===== config.mk =====
export PLATFORM = sky130hd
export DESIGN_NAME = ram_io_flat
export DESIGN_NICKNAME = d
export VERILOG_FILES = /design/src/rtl/ram_io_pkg.sv /design/src/rtl/ram_io_if.sv /design/src/rtl/ram_io_lanes.sv /design/src/rtl/ram_io.sv /design/src/flat_wrapper.sv
export SDC_FILE = /design/constraint.sdc
export NUM_CORES = 1
export LEC_CHECK = 0
export CORE_MARGIN = 2
export CORE_UTILIZATION = 36
export DETAILED_ROUTE_END_ITERATION = 16
export GPL_ROUTABILITY_DRIVEN = 0
export SLEW_MARGIN = 15
export SYNTH_ARGS = -nofsm -noshare
export SYNTH_HDL_FRONTEND = slang
export SYNTH_HIERARCHICAL = 1
export SYNTH_SLANG_ARGS = --single-unit

===== constraint.sdc =====
create_clock -name clk -period 3.6 [get_ports clk]
set_input_delay 0.9 -clock clk [delete_from_list [all_inputs] [get_ports clk]]
set_output_delay 0.9 -clock clk [all_outputs]
set_load 0.01 [all_outputs]

===== src/rtl/ram_io_pkg.sv =====
// rtl/ram_io_pkg.sv - access-size encodings, FSM states and MMIO constants for ram_io
package ram_io_pkg;

  // Access size field shared by write_type and read_type[1:0]
  localparam logic [1:0] SIZE_NONE = 2'b00;
  localparam logic [1:0] SIZE_BYTE = 2'b01;
  localparam logic [1:0] SIZE_HALF = 2'b10;
  localparam logic [1:0] SIZE_WORD = 2'b11;

  localparam logic [1:0] WT_NONE = SIZE_NONE;
  localparam logic [2:0] RT_NONE = 3'b000;

  // read_type bit that selects sign extension of sub-word loads
  localparam int RT_SIGN_BIT = 2;

  // Byte address of the memory-mapped LED register
  localparam logic [31:0] LED_ADDRESS = 32'hFFFF_FFFF;

  typedef enum logic [1:0] {
    ST_IDLE,
    ST_READ_WAIT,
    ST_WRITE_WAIT,
    ST_DONE
  } state_t;

endpackage


===== src/rtl/ram_io_if.sv =====
// rtl/ram_io_if.sv - word-wide memory bus between ram_io and the backing RAM
interface ram_io_if #(
  parameter int ADDRESS_BITW = 32
);

  logic                    mem_enable;
  logic [ADDRESS_BITW-1:0] mem_address;
  logic [3:0]              mem_write_enable;
  logic [31:0]             mem_data_in;
  logic [31:0]             mem_data_out;
  logic                    mem_data_out_ready;
  logic                    mem_busy;

  // ram_io side: issues requests, consumes read data and busy
  modport master (
    output mem_enable,
    output mem_address,
    output mem_write_enable,
    output mem_data_in,
    input  mem_data_out,
    input  mem_data_out_ready,
    input  mem_busy
  );

  // RAM side
  modport slave (
    input  mem_enable,
    input  mem_address,
    input  mem_write_enable,
    input  mem_data_in,
    output mem_data_out,
    output mem_data_out_ready,
    output mem_busy
  );

endinterface


===== src/rtl/ram_io_lanes.sv =====
// rtl/ram_io_lanes.sv - byte-lane extraction, sign extension and store mask/replication
module ram_io_lanes
  import ram_io_pkg::*;
(
  input  logic [2:0]  read_type,
  input  logic [1:0]  rd_offset,
  input  logic [31:0] rd_word,
  output logic [31:0] rd_data,
  input  logic [1:0]  write_type,
  input  logic [1:0]  wr_offset,
  input  logic [31:0] wr_data,
  output logic [3:0]  wr_mask,
  output logic [31:0] wr_lanes
);

  logic [7:0]  rd_byte;
  logic [15:0] rd_half;
  logic        sign_en;

  // Pick the addressed byte/half out of the memory word and extend it
  always_comb begin
    rd_byte = 8'h00;
    rd_half = rd_offset[1] ? rd_word[31:16] : rd_word[15:0];
    sign_en = read_type[RT_SIGN_BIT];
    rd_data = 32'h0;
    case (rd_offset)
      2'd0:    rd_byte = rd_word[7:0];
      2'd1:    rd_byte = rd_word[15:8];
      2'd2:    rd_byte = rd_word[23:16];
      default: rd_byte = rd_word[31:24];
    endcase
    case (read_type[1:0])
      SIZE_BYTE: rd_data = {{24{sign_en & rd_byte[7]}}, rd_byte};
      SIZE_HALF: rd_data = {{16{sign_en & rd_half[15]}}, rd_half};
      SIZE_WORD: rd_data = rd_word;
      default:   rd_data = 32'h0;
    endcase
  end

  // Build the byte-lane write mask and replicate store data across lanes
  always_comb begin
    wr_mask  = 4'b0000;
    wr_lanes = 32'h0;
    case (write_type)
      SIZE_BYTE: begin
        wr_mask  = 4'b0001 << wr_offset;
        wr_lanes = {4{wr_data[7:0]}};
      end
      SIZE_HALF: begin
        wr_mask  = wr_offset[1] ? 4'b1100 : 4'b0011;
        wr_lanes = {2{wr_data[15:0]}};
      end
      SIZE_WORD: begin
        wr_mask  = 4'b1111;
        wr_lanes = wr_data;
      end
      default: begin
        wr_mask  = 4'b0000;
        wr_lanes = 32'h0;
      end
    endcase
  end

endmodule


===== src/rtl/ram_io.sv =====
// rtl/ram_io.sv - core load/store adapter onto a word-wide RAM bus; optional LED MMIO via RAM_IO_MMIO_LED_EN
module ram_io
  import ram_io_pkg::*;
#(
  parameter int ADDRESS_BITW = 32
) (
  input  logic                    clk,
  input  logic                    rst_n,
  input  logic                    enable,
  input  logic [1:0]              write_type,
  input  logic [2:0]              read_type,
  input  logic [ADDRESS_BITW-1:0] address,
  input  logic [31:0]             data_in,
  output logic [31:0]             data_out,
  output logic                    data_out_ready,
  output logic                    busy,
  output logic [3:0]              led,
  ram_io_if.master                mem
);

  state_t state;
  state_t state_next;

  // Shadow of the last accepted request; a held, unchanged request is not reissued
  logic                    sh_valid;
  logic [ADDRESS_BITW-1:0] sh_address;
  logic [2:0]              sh_read_type;
  logic [1:0]              sh_write_type;
  logic [31:0]             sh_data;

  logic        req_changed;
  logic        new_req;
  logic        is_led;
  logic        start_read;
  logic        start_write;
  logic [31:0] rd_data;
  logic [3:0]  wr_mask;
  logic [31:0] wr_lanes;

`ifdef RAM_IO_MMIO_LED_EN
  localparam logic [ADDRESS_BITW-1:0] LED_ADDR = ADDRESS_BITW'(LED_ADDRESS);
  assign is_led = (address == LED_ADDR);
`else
  assign is_led = 1'b0;
`endif

  // Read lanes come from the captured request; write lanes from the live one being accepted
  ram_io_lanes u_lanes (
    .read_type (sh_read_type),
    .rd_offset (sh_address[1:0]),
    .rd_word   (mem.mem_data_out),
    .rd_data   (rd_data),
    .write_type(write_type),
    .wr_offset (address[1:0]),
    .wr_data   (data_in),
    .wr_mask   (wr_mask),
    .wr_lanes  (wr_lanes)
  );

  // FSM state register
  always_ff @(posedge clk or negedge rst_n) begin
    if (!rst_n) begin
      state <= ST_IDLE;
    end else begin
      state <= state_next;
    end
  end

  // Request acceptance, next state and combinational handshake outputs
  always_comb begin
    req_changed    = !sh_valid || (address != sh_address) || (read_type != sh_read_type) ||
                     (write_type != sh_write_type) || (data_in != sh_data);
    new_req        = enable && ((state == ST_IDLE) || (state == ST_DONE)) && req_changed;
    busy           = new_req || (state == ST_READ_WAIT) || (state == ST_WRITE_WAIT);
    data_out_ready = (state == ST_DONE) && sh_valid && (sh_read_type != RT_NONE) && !new_req;
    start_read     = new_req && !is_led && (read_type != RT_NONE);
    start_write    = new_req && !is_led && (read_type == RT_NONE) && (write_type != WT_NONE);
    state_next     = state;
    case (state)
      ST_IDLE, ST_DONE: begin
        if (start_read) begin
          state_next = ST_READ_WAIT;
        end else if (start_write) begin
          state_next = ST_WRITE_WAIT;
        end else if (new_req) begin
          state_next = ST_DONE;
        end else if (!enable) begin
          state_next = ST_IDLE;
        end
      end
      ST_READ_WAIT: begin
        if (mem.mem_data_out_ready) begin
          state_next = ST_DONE;
        end
      end
      ST_WRITE_WAIT: begin
        if (!mem.mem_busy) begin
          state_next = ST_DONE;
        end
      end
      default: state_next = ST_IDLE;
    endcase
  end

  // Capture accepted requests; drop the shadow once the core releases enable
  always_ff @(posedge clk or negedge rst_n) begin
    if (!rst_n) begin
      sh_valid      <= 1'b0;
      sh_address    <= '0;
      sh_read_type  <= RT_NONE;
      sh_write_type <= WT_NONE;
      sh_data       <= 32'h0;
    end else if (new_req) begin
      sh_valid      <= 1'b1;
      sh_address    <= address;
      sh_read_type  <= read_type;
      sh_write_type <= write_type;
      sh_data       <= data_in;
    end else if ((state == ST_DONE) && !enable) begin
      sh_valid <= 1'b0;
    end
  end

  // Registered memory bus: raised the cycle after acceptance, dropped on completion
  always_ff @(posedge clk or negedge rst_n) begin
    if (!rst_n) begin
      mem.mem_enable       <= 1'b0;
      mem.mem_address      <= '0;
      mem.mem_write_enable <= 4'b0000;
      mem.mem_data_in      <= 32'h0;
    end else if (start_read) begin
      mem.mem_enable       <= 1'b1;
      mem.mem_address      <= {address[ADDRESS_BITW-1:2], 2'b00};
      mem.mem_write_enable <= 4'b0000;
    end else if (start_write) begin
      mem.mem_enable       <= 1'b1;
      mem.mem_address      <= {address[ADDRESS_BITW-1:2], 2'b00};
      mem.mem_write_enable <= wr_mask;
      mem.mem_data_in      <= wr_lanes;
    end else if (state_next == ST_DONE) begin
      mem.mem_enable       <= 1'b0;
      mem.mem_write_enable <= 4'b0000;
    end
  end

  // Load result register: holds until the next read completes
  always_ff @(posedge clk or negedge rst_n) begin
    if (!rst_n) begin
      data_out <= 32'h0;
    end else if ((state == ST_READ_WAIT) && mem.mem_data_out_ready) begin
      data_out <= rd_data;
`ifdef RAM_IO_MMIO_LED_EN
    end else if (new_req && is_led && (read_type != RT_NONE)) begin
      data_out <= {28'h0, led};
`endif
    end
  end

`ifdef RAM_IO_MMIO_LED_EN
  // LED register, written by any store to the LED address
  always_ff @(posedge clk or negedge rst_n) begin
    if (!rst_n) begin
      led <= 4'b1111;
    end else if (new_req && is_led && (read_type == RT_NONE) && (write_type != WT_NONE)) begin
      led <= data_in[3:0];
    end
  end
`else
  assign led = 4'b1111;
`endif

endmodule


===== src/flat_wrapper.sv =====
// flat-port wrapper written by rule: the top's interface ports become plain ports
module ram_io_flat import ram_io_pkg::*;
#(
  parameter int ADDRESS_BITW = 32
)
  (clk, rst_n, enable, write_type, read_type, address, data_in, data_out, data_out_ready, busy, led, mem_mem_enable, mem_mem_address, mem_mem_write_enable, mem_mem_data_in, mem_mem_data_out, mem_mem_data_out_ready, mem_mem_busy);
  ram_io_if #(.ADDRESS_BITW(ADDRESS_BITW)) mem_i ();
  input  logic clk;
  input  logic rst_n;
  input  logic enable;
  input  logic [1:0] write_type;
  input  logic [2:0] read_type;
  input  logic [ADDRESS_BITW-1:0] address;
  input  logic [31:0] data_in;
  output logic [31:0] data_out;
  output logic data_out_ready;
  output logic busy;
  output logic [3:0] led;
  output wire logic [$bits(mem_i.mem_enable)-1:0] mem_mem_enable;
  output wire logic [$bits(mem_i.mem_address)-1:0] mem_mem_address;
  output wire logic [$bits(mem_i.mem_write_enable)-1:0] mem_mem_write_enable;
  output wire logic [$bits(mem_i.mem_data_in)-1:0] mem_mem_data_in;
  input wire logic [$bits(mem_i.mem_data_out)-1:0] mem_mem_data_out;
  input wire logic [$bits(mem_i.mem_data_out_ready)-1:0] mem_mem_data_out_ready;
  input wire logic [$bits(mem_i.mem_busy)-1:0] mem_mem_busy;
  assign mem_mem_enable = mem_i.mem_enable;
  assign mem_mem_address = mem_i.mem_address;
  assign mem_mem_write_enable = mem_i.mem_write_enable;
  assign mem_mem_data_in = mem_i.mem_data_in;
  assign mem_i.mem_data_out = mem_mem_data_out;
  assign mem_i.mem_data_out_ready = mem_mem_data_out_ready;
  assign mem_i.mem_busy = mem_mem_busy;
  ram_io #(.ADDRESS_BITW(ADDRESS_BITW)) u_core (.clk(clk), .rst_n(rst_n), .enable(enable), .write_type(write_type), .read_type(read_type), .address(address), .data_in(data_in), .data_out(data_out), .data_out_ready(data_out_ready), .busy(busy), .led(led), .mem(mem_i));
endmodule

# ---- After elaboration in Yosys (flattened, before gate mapping)
# Cells that the tools add are included.
dict set report totals {
  regBits 173
  input_bits 106
  output_inout_bits 107
}
dict set report classes {
  eq_ne 16
  shift 1
  muxes 23
  n_bitwise 3
  reduce_logical 31
}
# cell count
set ops {}
lappend ops {{32-bit one-hot mux with 3 select lines} 2}
lappend ops {{32-bit 2-to-1 mux} 2}
lappend ops {{32-bit inequality test} 2}
lappend ops {{8-bit one-hot mux with 3 select lines} 1}
lappend ops {{2-bit == test, second input constant} 8}
lappend ops {{16-bit 2-to-1 mux} 1}
lappend ops {{4-bit 2-to-1 mux} 4}
lappend ops {{2-bit 2-to-1 mux} 6}
lappend ops {{4-bit one-hot mux with 3 select lines} 1}
lappend ops {{1-bit logical AND} 10}
lappend ops {{3-bit nonzero test} 3}
lappend ops {{2-bit by 1-bit == test with 1-bit output, second input constant} 4}
lappend ops {{1-bit logical OR} 7}
lappend ops {{2-bit one-hot mux with 3 select lines} 1}
lappend ops {{2-bit nonzero test} 3}
lappend ops {{1-bit 2-to-1 mux} 5}
lappend ops {{2-bit logical NOT} 2}
lappend ops {{1-bit by 2-bit << shifter with 4-bit output, first input constant} 1}
lappend ops {{1-bit logical NOT} 3}
lappend ops {{3-bit logical NOT} 1}
lappend ops {{3-bit inequality test} 1}
lappend ops {{1-bit bitwise AND} 2}
lappend ops {{2-bit inequality test} 1}
lappend ops {{2-bit AND reduction} 1}
lappend ops {{2 further kinds} 2}

# ---- Logic depth before layout (Yosys ltp)
dict set report depth {
  ltp_word 15
  depth_mapped 9
  depth_no_buf 7
}

# ---- By module
# Netlist, hierarchy kept.
# module instances cells_each area_each_um2
set by_module_without_submodules {}
lappend by_module_without_submodules {ram_io 1 512 7413.4}
lappend by_module_without_submodules {ram_io_lanes 1 195 1406.3}

# ---- Worst setup path after synthesis
# OpenSTA, ideal clock, no wires.
dict set report synth_timing {
  kind {input to output}
  start {input address[28]}
  end {output data_out_ready}
  t_arrival_ns 2.814
  required_ns 2.700
  slack_ns -0.114
  path_stages 8
  cell_sequence {nor2b_1 > a2111oi_2 > nand4_1 > or4_4 > o21bai_2 > buf_4 > buf_4 > and4b_1}
}
dict set report synth_via {
  elab_chain_len 8
}
# item line
set synth_rtl {}
lappend synth_rtl {{start, declared} flat_wrapper.sv:13} ;# input logic [ADDRESS_BITW-1:0] address;
lappend synth_rtl {{32-bit inequality test} ram_io.sv:71} ;# req_changed = !sh_valid || (address != sh_address) || (read_type != sh_read_type) ||
lappend synth_rtl {{1-bit logical OR (3 in series)} ram_io.sv:71}
lappend synth_rtl {{1-bit logical OR} ram_io.sv:72} ;# (write_type != sh_write_type) || (data_in != sh_data);
lappend synth_rtl {{1-bit logical AND} ram_io.sv:73} ;# new_req = enable && ((state == ST_IDLE) || (state == ST_DONE)) && req_changed;
lappend synth_rtl {{1-bit logical NOT} ram_io.sv:75} ;# data_out_ready = (state == ST_DONE) && sh_valid && (sh_read_type != RT_NONE) && !new_req;
lappend synth_rtl {{1-bit logical AND} ram_io.sv:75}
lappend synth_rtl {{end, declared} flat_wrapper.sv:16} ;# output logic data_out_ready;
# No other way between the ends.

# ---- Final worst setup path
dict set report layout_timing {
  start {input data_in[29]}
  end {output data_out_ready}
}
dict set report layout_via {
  elab_chain_len 5
}
# item line
set layout_rtl {}
lappend layout_rtl {{start, declared} flat_wrapper.sv:14} ;# input logic [31:0] data_in;
lappend layout_rtl {{32-bit inequality test} ram_io.sv:72}
lappend layout_rtl {{1-bit logical OR} ram_io.sv:72}
lappend layout_rtl {{1-bit logical AND} ram_io.sv:73}
lappend layout_rtl {{1-bit logical NOT} ram_io.sv:75}
lappend layout_rtl {{1-bit logical AND} ram_io.sv:75}
# No other way between the ends.

==> impl_metrics.sql <==
INSERT INTO impl_metrics (metric_group, metric, value, unit) VALUES
('outcome', 'status', 'complete, but fails checks', ''),
('outcome', 'violated_checks', 'negative setup slack', ''),
('timing', 'max_slew.worst_pin.slew', '0.911', 'ns'),
('clock_network', 'htree_num_levels', '4', ''),
('power_and_ir_drop', 'power.density', '802', 'nW/um^2'),
('die', 'core_region_area', '24200', 'um^2'),
('routing', 'antenna_left', '0', ''),
('hold_path', 'min_path_type', 'in2async', ''),
('clock_network', 'cts_hold_repair.buffers', '0', ''),
('power_and_ir_drop', 'fin_total_pwr', '9900', 'uW'),
('synthesis', 'syn_inst', '707', ''),
('timing', 'timing.fmax', '0.273', 'GHz'),
('power_and_ir_drop', 'power.ir.vdd_worst', '0.364', 'mV'),
('synthesis', 'syn-cell-area', '8820', 'um^2'),
('finish', 'summed_area_of_non_filler_cells_in_the_final_layout', '12300', 'um^2'),
('place', 'placedInstanceArea', '11500', 'um^2'),
('routing', 'drcViolationCount', '0', ''),
('grt', 'global_route.usage.total', '19.9', '%'),
('timing', 'setup_viol', '2', ''),
('timing', 'skew', '0.0109', 'ns'),
('timing', 'hold_violations', '0', ''),
('synthesis', 'postSynthRegisterBits', '171', ''),
('finish', 'mostFrequentLayoutCell', 'sky130_fd_sc_hd__dfrtp_1', ''),
('synthesis', 'synthArstFlopShare', '100', '%'),
('finish', 'layout-drive-gt1-share', '26.4', '%'),
('routing', 'detail_route.first_pass.iterations', '4', ''),
('routing', 'via_count', '6491', ''),
('routing', 'detail_route.wl_per_cell', '19.2', 'um'),
('timing', 'grt_setup_unrepaired', 'yes', ''),
('clock_network', 'cts-root-buf', 'sky130_fd_sc_hd__clkbuf_16', ''),
('critical_path', 'path_cells', 'dlygate4sd2_1 -> xor2_1 -> nor4_1 -> nand2_1 -> or4_4 -> o21bai_4 -> and4b_1 -> buf_6', ''),
('synthesis', 'count_of_flip_flops_with_a_built_in_enable_after_synthesis', '0', ''),
('timing', 'final_period_minus_worst_setup_slack', '3.67', 'ns'),
('die', 'std_cell_rows', '57', ''),
('timing', 'post_route_setup_slack', '-0.0662', 'ns'),
('power_and_ir_drop', 'power_leakage', '0.00542', 'uW'),
('clock_network', 'numCtsBuffers', '17', ''),
('grt', 'first_global_vias', '6843', ''),
('finish', 'final_cell_mix', 'sky130_fd_sc_hd__dfrtp_1, sky130_fd_sc_hd__clkdlybuf4s50_1, sky130_fd_sc_hd__mux2_1', ''),
('finish', 'layout.nets', '1078', ''),
('routing', 'routedLengthMet1', '11100', 'um'),
('grt', 'grt_pass1_wl', '39300', 'um'),
('critical_path', 'critPathMaxStageDelay', '0.57', 'ns'),
('synthesis', 'ys_warn_count', '6', ''),
('critical_path', 'end_kind', 'primary output', ''),
('routing', 'top_signal_layer_used', 'met5', ''),
('critical_path', 'crit_path_top_delay_cell', 'sky130_fd_sc_hd__or4_4', ''),
('die', 'number_of_primary_i_o_pins', '213', ''),
('timing', 'max_slew_margin', '39.2', '%'),
('routing', 'avgViaCountPerCell', '4.95', ''),
('clock_network', 'cts_max_path_buffers', '2', ''),
('timing', 'post-route-period-util', '102', '%'),
('die', 'die_height', '161', 'um'),
('critical_path', 'startpoint_type', 'input port', ''),
('place', 'dp.final_hpwl', '18400', 'um'),
('synthesis', 'synth_cell_types', '57', ''),
('die', 'die_width', '161', 'um'),
('finish', 'areaGrowthSynthToFinish', '40.0', '%'),
('critical_path', 'critical_path_class', 'in2out', ''),
('routing', 'detailroute.wirelength.met2', '12300', 'um'),
('grt', 'maximum_number_of_pins_on_one_net_before_global_route_repair', '65', ''),
('clock_network', 'clkTransAtPathRegs', '0.07', 'ns'),
('flow_run', 'timing.max_cap.violations', '0', ''),
('die', 'initial_utilization', '36.5', '%'),
('synthesis', 'synthFlopType', 'sky130_fd_sc_hd__dfrtp_1', ''),
('critical_path', 'worstPathArrival', '2.77', 'ns'),
('clock_network', 'worstSkewPairLatency', '0.43', 'ns'),
('grt', 'gr_ovfl_total', '0', ''),
('routing', 'dr.first_iter.drc_count', '211', ''),
('timing', 'final.hold.worst_slack', '0.423', 'ns'),
('critical_path', 'worst_ep_required_time', '2.70', 'ns'),
('clock_network', 'tritoncts', 'built', ''),
('timing', 'timing.final.max_slew_violations', '0', ''),
('synthesis', 'post_synth.cell_area_avg', '12.5', 'um^2'),
('synthesis', 'synth-seq-area-share', '48.5', '%'),
('place', 'portBuffers', '206', ''),
('grt', 'grt_antenna_before_repair', '7', ''),
('routing', 'wl_met3', '1310', 'um'),
('critical_path', 'peak_fanout_along_the_critical_path', '3', ''),
('clock_network', 'cts.sinks', '171', ''),
('die', 'floorplan_die_area', '25800', 'um^2'),
('routing', 'total_routed_length', '25100', 'um');
==> synthesized netlist by cell type (11+ instances only) <==
cell type,number,area share (%)
sky130_fd_sc_hd__xor2_1,40,4.0
sky130_fd_sc_hd__o21ai_0,24,1.4
sky130_fd_sc_hd__nor2b_1,16,1.1
sky130_fd_sc_hd__mux2_2,55,7.0
sky130_fd_sc_hd__mux2_1,108,14
sky130_fd_sc_hd__mux2i_1,32,3.6
sky130_fd_sc_hd__a22o_1,13,1.3
sky130_fd_sc_hd__buf_4,17,1.4
sky130_fd_sc_hd__inv_1,15,0.64
sky130_fd_sc_hd__dfrtp_1,171,49
sky130_fd_sc_hd__nor4_1,11,0.78
sky130_fd_sc_hd__nand2_1,20,0.85
sky130_fd_sc_hd__xnor2_1,17,1.7
sky130_fd_sc_hd__nand3_1,23,1.3
sky130_fd_sc_hd__nor2_1,15,0.64
==> sequential cells by signal, summed over array words and instances (netlist names) <==
signal / count
u_core/sh_address: 32
u_core/state: 2
u_core/sh_valid: 1
u_core/mem.mem_enable: 1
u_core/sh_read_type: 3
u_core/sh_data: 32
u_core/data_out: 32
u_core/sh_write_type: 2
u_core/mem.mem_write_enable: 4
u_core/mem.mem_address: 30
u_core/mem.mem_data_in: 32
==> worst max-delay path, delay by kind of cell <==
kind,cells,cell delay (ns)
AND/OR/NAND/NOR,4,1.18
buffers and inverters,2,0.37
AO/OA/AOI/OAI,1,0.16
XOR/XNOR,1,0.15
==> layout make-up <==
class	count	area, um^2
timing repair buffer	284	2520
clock inverter	14	204
antenna	4	10.0
sequential	171	4280
tap	324	405
clock buffer	18	429
multi-input combinational	480	4440
fill	2189	11800
inverter	15	56.3
==> timing repair <==
action                     4_1_cts  5_1_grt
hold endpoints to repair         0        0
pin swaps                       31       43
setup buffers                   15        2
gates resized for setup        124       93
setup endpoints to repair      116       32
==> worst paths after layout <==
path / from / depth (start not counted) / slack (ns) / to
min in group clk: u_core/mem.mem_data_in[5] / 1 / 0.49 / u_core/mem.mem_data_in[5]
worst max-delay path: data_in[29] / 8 / -0.07 / data_out_ready
worst min-delay path: rst_n / 1 / 0.42 / u_core/mem.mem_data_in[25]
worst min register to register: u_core/mem.mem_data_in[5] / 1 / 0.49 / u_core/mem.mem_data_in[5]
worst max register to register: u_core/sh_data[2] / 20 / 0.26 / u_core/mem.mem_enable
max in group asynchronous: rst_n / 2 / 2.42 / u_core/mem.mem_address[24]
==> report_power, final <==
part	total, uW	internal [uW]	switching (uW)
clock	2000	1180	821
sequential	3460	2850	605
combinational	4440	2470	1970
total	9900	6500	3390
==> cells by family after synthesis <==
group	share of synthesized area, %
flip-flops	48.5
XOR/XNOR	5.66
buffers and inverters	4.16
other	0.0852
multiplexers	24.9
AO/OA/AOI/OAI	8.98
AND/OR/NAND/NOR	7.31
adder cells (fa/ha/maj)	0.426
==> metrics by stage <==
| step | utilization, % | instances | setup slack [ns] | setup TNS (ns) |
|---|---|---|---|---|
| 6_report | 51.1 | 1310 | -0.0662 | -0.0768 |
| 5_1_grt | 51.0 | 1308 | -0.134 | -0.300 |
| 4_1_cts | 51.0 | 1305 | -0.136 | -0.217 |
| 3_5_place_dp | 47.6 | 1258 | -1.07 | -77.25 |
| 3_3_place_gp | 47.6 | 1258 | -1.05 | -74.58 |
| 2_1_floorplan | - | 711 | 0.0232 | 0 |
==> metal layers <==
layer,vias up,track usage [%]
met4,2,5.20
met5,-,0
met1,3198,26.3
met3,28,4.78
li1,3080,-
met2,183,32.7
Note: power is estimated with default switching activity, not from simulation.
